<file path="config.mk">
export PLATFORM = sky130hd
export DESIGN_NAME = doorbell_sequencer
export DESIGN_NICKNAME = d
export VERILOG_FILES = /design/src/rtl/doorbell_pkg.sv /design/src/rtl/button_edge.sv /design/src/rtl/doorbell_sequencer.sv
export SDC_FILE = /design/constraint.sdc
export NUM_CORES = 1
export LEC_CHECK = 0
export ABC_CLOCK_PERIOD_IN_PS = 1800
export BUFFER_PORTS_ARGS = -buffer_cell sky130_fd_sc_hd__buf_2
export CAP_MARGIN = 40
export CORE_ASPECT_RATIO = 1.4
export CORE_MARGIN = 2
export CORE_UTILIZATION = 50
export DETAILED_ROUTE_END_ITERATION = 12
export PLACE_DENSITY = 0.74
export SLEW_MARGIN = 20
export SYNTH_ARGS = -nofsm -noshare
export SYNTH_HDL_FRONTEND = slang
export SYNTH_SLANG_ARGS = --single-unit
</file>
<file path="constraint.sdc">
create_clock -name clk -period 1.8 [get_ports clk]
set_input_delay 0.27 -clock clk [delete_from_list [all_inputs] [get_ports clk]]
set_output_delay 0.27 -clock clk [all_outputs]
set_load 0.01 [all_outputs]
</file>
<file path="src/rtl/doorbell_pkg.sv">
// Shared definitions for the doorbell chime sequencer: state encoding and default tick counts.
package doorbell_pkg;

    typedef enum logic [1:0] {
        IDLE = 2'd0,
        DING = 2'd1,
        DONG = 2'd2,
        HOLD = 2'd3
    } state_e;

    localparam int DEF_CNT_W      = 8;
    localparam int DEF_DING_TICKS = 4;
    localparam int DEF_DONG_TICKS = 6;
    localparam int DEF_HOLD_TICKS = 2;

    // A phase of N ticks loads N-1, so N must lie in 1..2^cnt_w.
    function automatic bit ticks_ok(input int ticks, input int cnt_w);
        return (ticks >= 1) && (ticks <= (1 << cnt_w));
    endfunction

endpackage

</file>
<file path="src/rtl/button_edge.sv">
// Registered rising-edge detector for the push-button level. The history register
// resets high so a button held through reset release is not seen as a press.
module button_edge (
    input  logic clk,
    input  logic rst,
    input  logic button,
    output logic press
);

    logic button_q;
    logic press_q;

    always_ff @(posedge clk or posedge rst) begin
        if (rst) begin
            button_q <= 1'b1;
            press_q  <= 1'b0;
        end else begin
            button_q <= button;
            press_q  <= button & ~button_q;
        end
    end

    assign press = press_q;

endmodule

</file>
<file path="src/rtl/doorbell_sequencer.sv">
// Two-tone chime sequencer: drives the chime mux select through DING, DONG and a
// silent hold-off, each lasting a programmable number of time-base ticks.
module doorbell_sequencer
    import doorbell_pkg::*;
#(
    parameter int CNT_W      = DEF_CNT_W,
    parameter int DING_TICKS = DEF_DING_TICKS,
    parameter int DONG_TICKS = DEF_DONG_TICKS,
    parameter int HOLD_TICKS = DEF_HOLD_TICKS
) (
    input  logic clk,
    input  logic rst,
    input  logic button,
    input  logic tick,
    output logic sel,
    output logic play,
    output logic busy,
    output logic done
);

    if (!ticks_ok(DING_TICKS, CNT_W) || !ticks_ok(DONG_TICKS, CNT_W) ||
        !ticks_ok(HOLD_TICKS, CNT_W)) begin : g_bad_ticks
        $error("doorbell_sequencer: tick counts must be in 1..2**CNT_W");
    end

    localparam logic [CNT_W-1:0] DING_LD = CNT_W'(DING_TICKS - 1);
    localparam logic [CNT_W-1:0] DONG_LD = CNT_W'(DONG_TICKS - 1);
    localparam logic [CNT_W-1:0] HOLD_LD = CNT_W'(HOLD_TICKS - 1);

    logic             press;
    state_e           state_q, state_d;
    logic [CNT_W-1:0] cnt_q, cnt_d;
    logic             done_d;
    logic             sel_q, play_q, busy_q, done_q;

    button_edge u_button_edge (
        .clk    (clk),
        .rst    (rst),
        .button (button),
        .press  (press)
    );

    // Presses outside IDLE fall through the default hold and are dropped.
    always_comb begin
        state_d = state_q;
        cnt_d   = cnt_q;
        done_d  = 1'b0;
        unique case (state_q)
            IDLE: begin
                if (press) begin
                    state_d = DING;
                    cnt_d   = DING_LD;
                end
            end
            DING: begin
                if (tick) begin
                    if (cnt_q == '0) begin
                        state_d = DONG;
                        cnt_d   = DONG_LD;
                    end else begin
                        cnt_d = cnt_q - CNT_W'(1);
                    end
                end
            end
            DONG: begin
                if (tick) begin
                    if (cnt_q == '0) begin
                        state_d = HOLD;
                        cnt_d   = HOLD_LD;
                        done_d  = 1'b1;
                    end else begin
                        cnt_d = cnt_q - CNT_W'(1);
                    end
                end
            end
            HOLD: begin
                if (tick) begin
                    if (cnt_q == '0) begin
                        state_d = IDLE;
                    end else begin
                        cnt_d = cnt_q - CNT_W'(1);
                    end
                end
            end
            default: begin
                state_d = IDLE;
                cnt_d   = '0;
            end
        endcase
    end

    always_ff @(posedge clk or posedge rst) begin
        if (rst) begin
            state_q <= IDLE;
            cnt_q   <= '0;
        end else begin
            state_q <= state_d;
            cnt_q   <= cnt_d;
        end
    end

    // Outputs decode the next state so they change on the same edge as the state.
    always_ff @(posedge clk or posedge rst) begin
        if (rst) begin
            sel_q  <= 1'b0;
            play_q <= 1'b0;
            busy_q <= 1'b0;
            done_q <= 1'b0;
        end else begin
            sel_q  <= (state_d == DONG);
            play_q <= (state_d == DING) || (state_d == DONG);
            busy_q <= (state_d != IDLE);
            done_q <= done_d;
        end
    end

    assign sel  = sel_q;
    assign play = play_q;
    assign busy = busy_q;
    assign done = done_q;

endmodule

</file>
## After elaboration in Yosys (flattened, before gate mapping)

Index checks and enable logic that the tools add are counted.

| word-level totals | value |
|---|---|
| register bits | 16 |
| bits of input ports | 4 |
| output and inout port bits | 4 |
| logic and storage cells | 45 |

| operators by class | value |
|---|---|
| $add $sub $neg | 1 |
| equal/unequal tests | 10 |
| muxes and demuxes | 19 |
| bitwise gates (word level) | 2 |
| reductions and logical operators | 5 |

Operators with widths:

| operator | number |
|---|---|
| $mux W8 | 7 |
| $pmux W8 S4 | 1 |
| $mux W2 | 7 |
| $logic_not A8 Y1 | 1 |
| $ne A2 B2 Y1 const B | 4 |
| $pmux W2 S4 | 1 |
| $sub A8 B1 Y8 const B | 1 |
| $eq A2 B2 Y1 const B | 3 |
| $reduce_and A5 Y1 | 1 |
| $eq A2 B1 Y1 const B | 2 |
| $mux W1 | 3 |
| $logic_not A2 Y1 | 1 |
| $ne A2 B1 Y1 const B | 1 |
| $reduce_bool A2 Y1 | 1 |
| $and A1 B1 Y1 | 1 |
| $logic_or A1 B1 Y1 | 1 |
| $not A1 Y1 | 1 |

## Logic depth before layout (Yosys ltp)

| depth | value |
|---|---|
| depth in word-level cells | 6 |
| gate-level depth with buffers | 8 |
| depth with buffers taken out | 8 |

## Cells and area by module

From an unflattened synthesis, not the netlist that was laid out.

| unflattened totals | value |
|---|---|
| cells, all modules | 82 |
| area, all modules | 855.8 sq um |

Modules (own cells, without submodules):

| module | times used | cells an instance | area each (sq um) |
|---|---|---|---|
| doorbell_sequencer | 1 | 78 | 787.0 |
| button_edge | 1 | 4 | 68.8 |

## Worst setup path before layout

Ideal clock, no wire load.

| timing path | value |
|---|---|
| kind | register to register |
| from | register cnt_q[0] |
| to | register play_q, in the netlist play |
| arrival time | 1,828 ps |
| data required time | 1,687 ps |
| slack | -141 ps |
| stages on the path, launching flop included | 9 |
| buffers on the path | 0 |
| clock period less this slack | 1,941 ps |
| cells stage by stage | dfrtp_1 -> inv_1 -> ha_1 -> nor3b_1 -> and3_1 -> a211oi_1 -> a21o_1 -> ha_1 -> inv_1 |

| between the ends | value |
|---|---|
| longest elaborated chain between the ends | 6 |

RTL lines:

| what | RTL line | source |
|---|---|---|
| start: declaration | doorbell_sequencer.sv:32 | `logic [CNT_W-1:0] cnt_q, cnt_d;` |
| start signal: assignment | doorbell_sequencer.sv:98 | `cnt_q <= cnt_d;` |
| $logic_not A8 Y1 (*) | doorbell_sequencer.sv:57, doorbell_sequencer.sv:67, doorbell_sequencer.sv:78 |  |
| $mux W2, on equally long branches | doorbell_sequencer.sv:78, doorbell_sequencer.sv:57, doorbell_sequencer.sv:67 |  |
| $mux W2, on equally long branches | doorbell_sequencer.sv:77, doorbell_sequencer.sv:56, doorbell_sequencer.sv:66 |  |
| $pmux W2 S4 (*) | doorbell_sequencer.sv:48 | `unique case (state_q)` |
| $eq A2 B1 Y1 / $eq A2 B2 Y1 (equally long branches) | doorbell_sequencer.sv:111 | `play_q <= (state_d == DING) \|\| (state_d == DONG);` |
| $logic_or A1 B1 Y1 (*) | doorbell_sequencer.sv:111 |  |
| end signal: assignment | doorbell_sequencer.sv:111 |  |
| end: declaration | doorbell_sequencer.sv:34 | `logic sel_q, play_q, busy_q, done_q;` |

Mark *: on every way between the ends. The rest lies on a longest branch, timed or not.
A chain may end at the register's enable or synchronous reset.

## Worst setup path in the final report

| timing path | value |
|---|---|
| from | register cnt_q[4] |
| to | register cnt_q[4] |

| between the ends | value |
|---|---|
| longest elaborated chain between the ends | 4 |

RTL lines:

| what | RTL line |
|---|---|
| $sub A8 B1 Y8 / $logic_not A8 Y1 (equally long branches) | - |
| $mux W8, on equally long branches | doorbell_sequencer.sv:78, doorbell_sequencer.sv:57, doorbell_sequencer.sv:67 |
| $mux W8, on equally long branches | doorbell_sequencer.sv:77, doorbell_sequencer.sv:56, doorbell_sequencer.sv:66 |
| $pmux W8 S4 | doorbell_sequencer.sv:48 |

Several ways; a longest one is shown, not always the timed one. The select of a mux whose other input is x is not followed.

==> results.toml <==
[status]
status = "finished clean"

[die]
row_count = 18
die_x_um = 41.15
start_util = 0.5361
die_h_um = 56.01
io_pins = 8
dieArea_sq_um = 2304
coreArea_sq_um = 1802

[sta]
final_max_slew_viol_count = 0
fin_crit_ns = 1.739
final.setup.tns_ns = 0
fmax_ghz = 0.5751
clock_skew_ns = 0.01063
hold_viol_final = 0
period_share = 0.9660
finalSetupViolCount = 0
rsz0062_at_grt = "yes"
max_slew.worst_pin.slew_ns = 0.6047
relSlewSlack = 0.5964

[synth]
synthFlopType = "dfrtp_1"
mappedNetlistNets = 104
synth-edff-count = 0
ys_seq_elements = 16
synth_top_area_cell = "dfrtp_1"
synth_area_leaders = "dfrtp_1 (39%), ha_1 (3.9%), nor3_1 (3.6%), a21oi_1 (3.1%), a211oi_1 (3.1%)"
ys_seq_area_frac = 0.4158
yosysWarnings = 0
avgSynthCellArea_sq_um = 9.958
yosysTopAreaCellShare = 0.3886
postSynthCellCount = 97
synthArstFlopShare = 1.000
synthDistinctLibCells = 41
syn_area_sq_um = 965.9

[setup_path]
cp.depth = 5
crit_family = "compound AO/OA/AOI/OAI gates"
rrSetupSlack_ns = 0.06
regToRegStartpoint = "cnt_q[4]"
slowest_stage = "dfrtp_2"
criticalPathCategory = "reg2reg"
critPathBufInv = 1
worstSetupStartpointType = "flop"
critical_path.max_fanout = 6
worst_ep_required_time_ns = 2.00
path_cells = "nor4_4, buf_4, a41oi_2, o21ai_2, o21ba_2"
crit_start = "cnt_q[4]"
slowest_delay_ns = 0.46
rr_endpoint = "cnt_q[4]"
cp-end-kind = "flop"
cp.arrival_ns = 1.94
rr_worst_depth = 5

[cts]
clk_path_buf_depth = 2
cts_root_buf = "clkbuf_4"
cts.sinks = 16
htreeDepth = 1
clk_pin_slew_ns = 0.10
hold_buffers = 0
cts_tree = "built"
clock_latency_ns = 0.30
cts_buffers = 3

[run]
drv_cap = 0

[cells_and_area]
mostFrequentLayoutCell = "dfrtp_1"
drive_gt1_frac = 0.3860
regArea_sq_um = 402.9
multiInputGateArea_sq_um = 558.0
nets = 122
final_area_sq_um = 1156
antenna_cells = 0
area_delta_synth_final_pct = 19.69
fillerInstances = 161
final_util = 0.6417
final_cell_mix = "dfrtp_1 (14), buf_4 (11), nor3_1 (7), buf_2 (7)"

[placed_design]
io_buffers = 7
place_hpwl_um = 1508
placed_area_sq_um = 1066
gp_congestion = 0.8076

[global_route]
grt.overflow.total = 0
grt_use_total = 0.2265
grt_max_degree = 17
antenna_found_initial = 0
first_global_vias = 845
grt_first_pass_wirelength_um = 3719

[pwr]
ir_worst_vdd_v = 0.0008603
finalPower_mw = 1.866
power_density_nw_per_um2 = 1614
p_leak_nw = 0.5132

[route]
drt-initial-drc-count = 10
wire_per_inst_um = 16.10
wl_um = 2157
via_count = 830
vias_per_cell = 6.194
drcViolationCount = 0
antenna_left = 0
first_pass_iters = 4

[hold_path]
hold_class = "in2async"
==> power breakdown <==
| group | leakage, nW | switching (mW) | internal, mW |
|---|---|---|---|
| Clock | 0.0150 | 0.119 | 0.0864 |
| Combinational | 0.306 | 0.508 | 0.486 |
| Sequential | 0.192 | 0.180 | 0.486 |
| Total | 0.513 | 0.807 | 1.06 |
==> layout make-up <==
class	count	area share
Clock buffer	4	0.02273
Tap cell	20	0.02164
Inverter	7	0.02273
Multi-Input combinational cell	69	0.4827
Sequential cell	16	0.3485
Timing Repair Buffer	18	0.1017
==> state kept, by name (all words and copies together) (netlist names) <==
| signal | cells |
|---|---|
| busy | 1 |
| u_button_edge.button_q | 1 |
| state_q | 2 |
| cnt_q | 8 |
| u_button_edge.press | 1 |
| sel | 1 |
| play | 1 |
| done | 1 |
==> stage by stage <==
stage          hold WS [ns]  setup WS (ns)  cells
3_3_place_gp         0.3622        0.02465    127
6_report            0.02235        0.06128    134
4_1_cts             0.06537       0.006819    131
5_1_grt             0.07303       -0.01992    134
2_1_floorplan        0.1830        0.02832     97
3_5_place_dp         0.3843        0.02516    127
==> metal layers <==
metal  part of all wire  routed length (um)  vias up  global-route usage
li1                   -                   -      397                   -
met1               0.42                 912      416              0.2886
met2               0.54                1158       12              0.3571
met3              0.020                  43        5             0.02400
met4              0.019                  42        0              0.1106
met5                  0                   0        -                   0
==> Yosys cell counts (2+ instances only) <==
master / count
nor3_1: 7
buf_2: 2
nor2b_1: 4
mux2i_1: 2
xnor2_1: 2
ha_1: 3
or3_4: 2
nor2_1: 3
nor3b_1: 2
dfrtp_1: 15
a21oi_1: 6
nand2_1: 2
o21ai_2: 2
nand3_1: 3
inv_1: 7
o221ai_1: 2
a211oi_1: 4
nand4_1: 2
o22ai_1: 2
a21o_1: 4
==> worst max path at each step <==
| stage | to | slack (ns) |
|---|---|---|
| floorplan | play | 0.03 |
| global placement | cnt_q[4] | 0.02 |
| detailed placement | cnt_q[4] | 0.03 |
| CTS | cnt_q[4] | 0.007 |
| global route | cnt_q[0] | -0.02 |
| finish | cnt_q[4] | 0.06 |
==> repair_timing <==
action / 4_1_cts / 5_1_grt
gates resized for setup: 0 / 10
setup buffers: 0 / 3
setup endpoints to repair: 0 / 7
==> logic make-up after synthesis <==
family | synth area share
buf+inv | 0.05311
compound gates | 0.2332
xor+xnor | 0.01814
flops | 0.4158
fa+ha+maj | 0.03886
simple gates | 0.2202
mux | 0.02073
(Power assumes the default switching activity.)
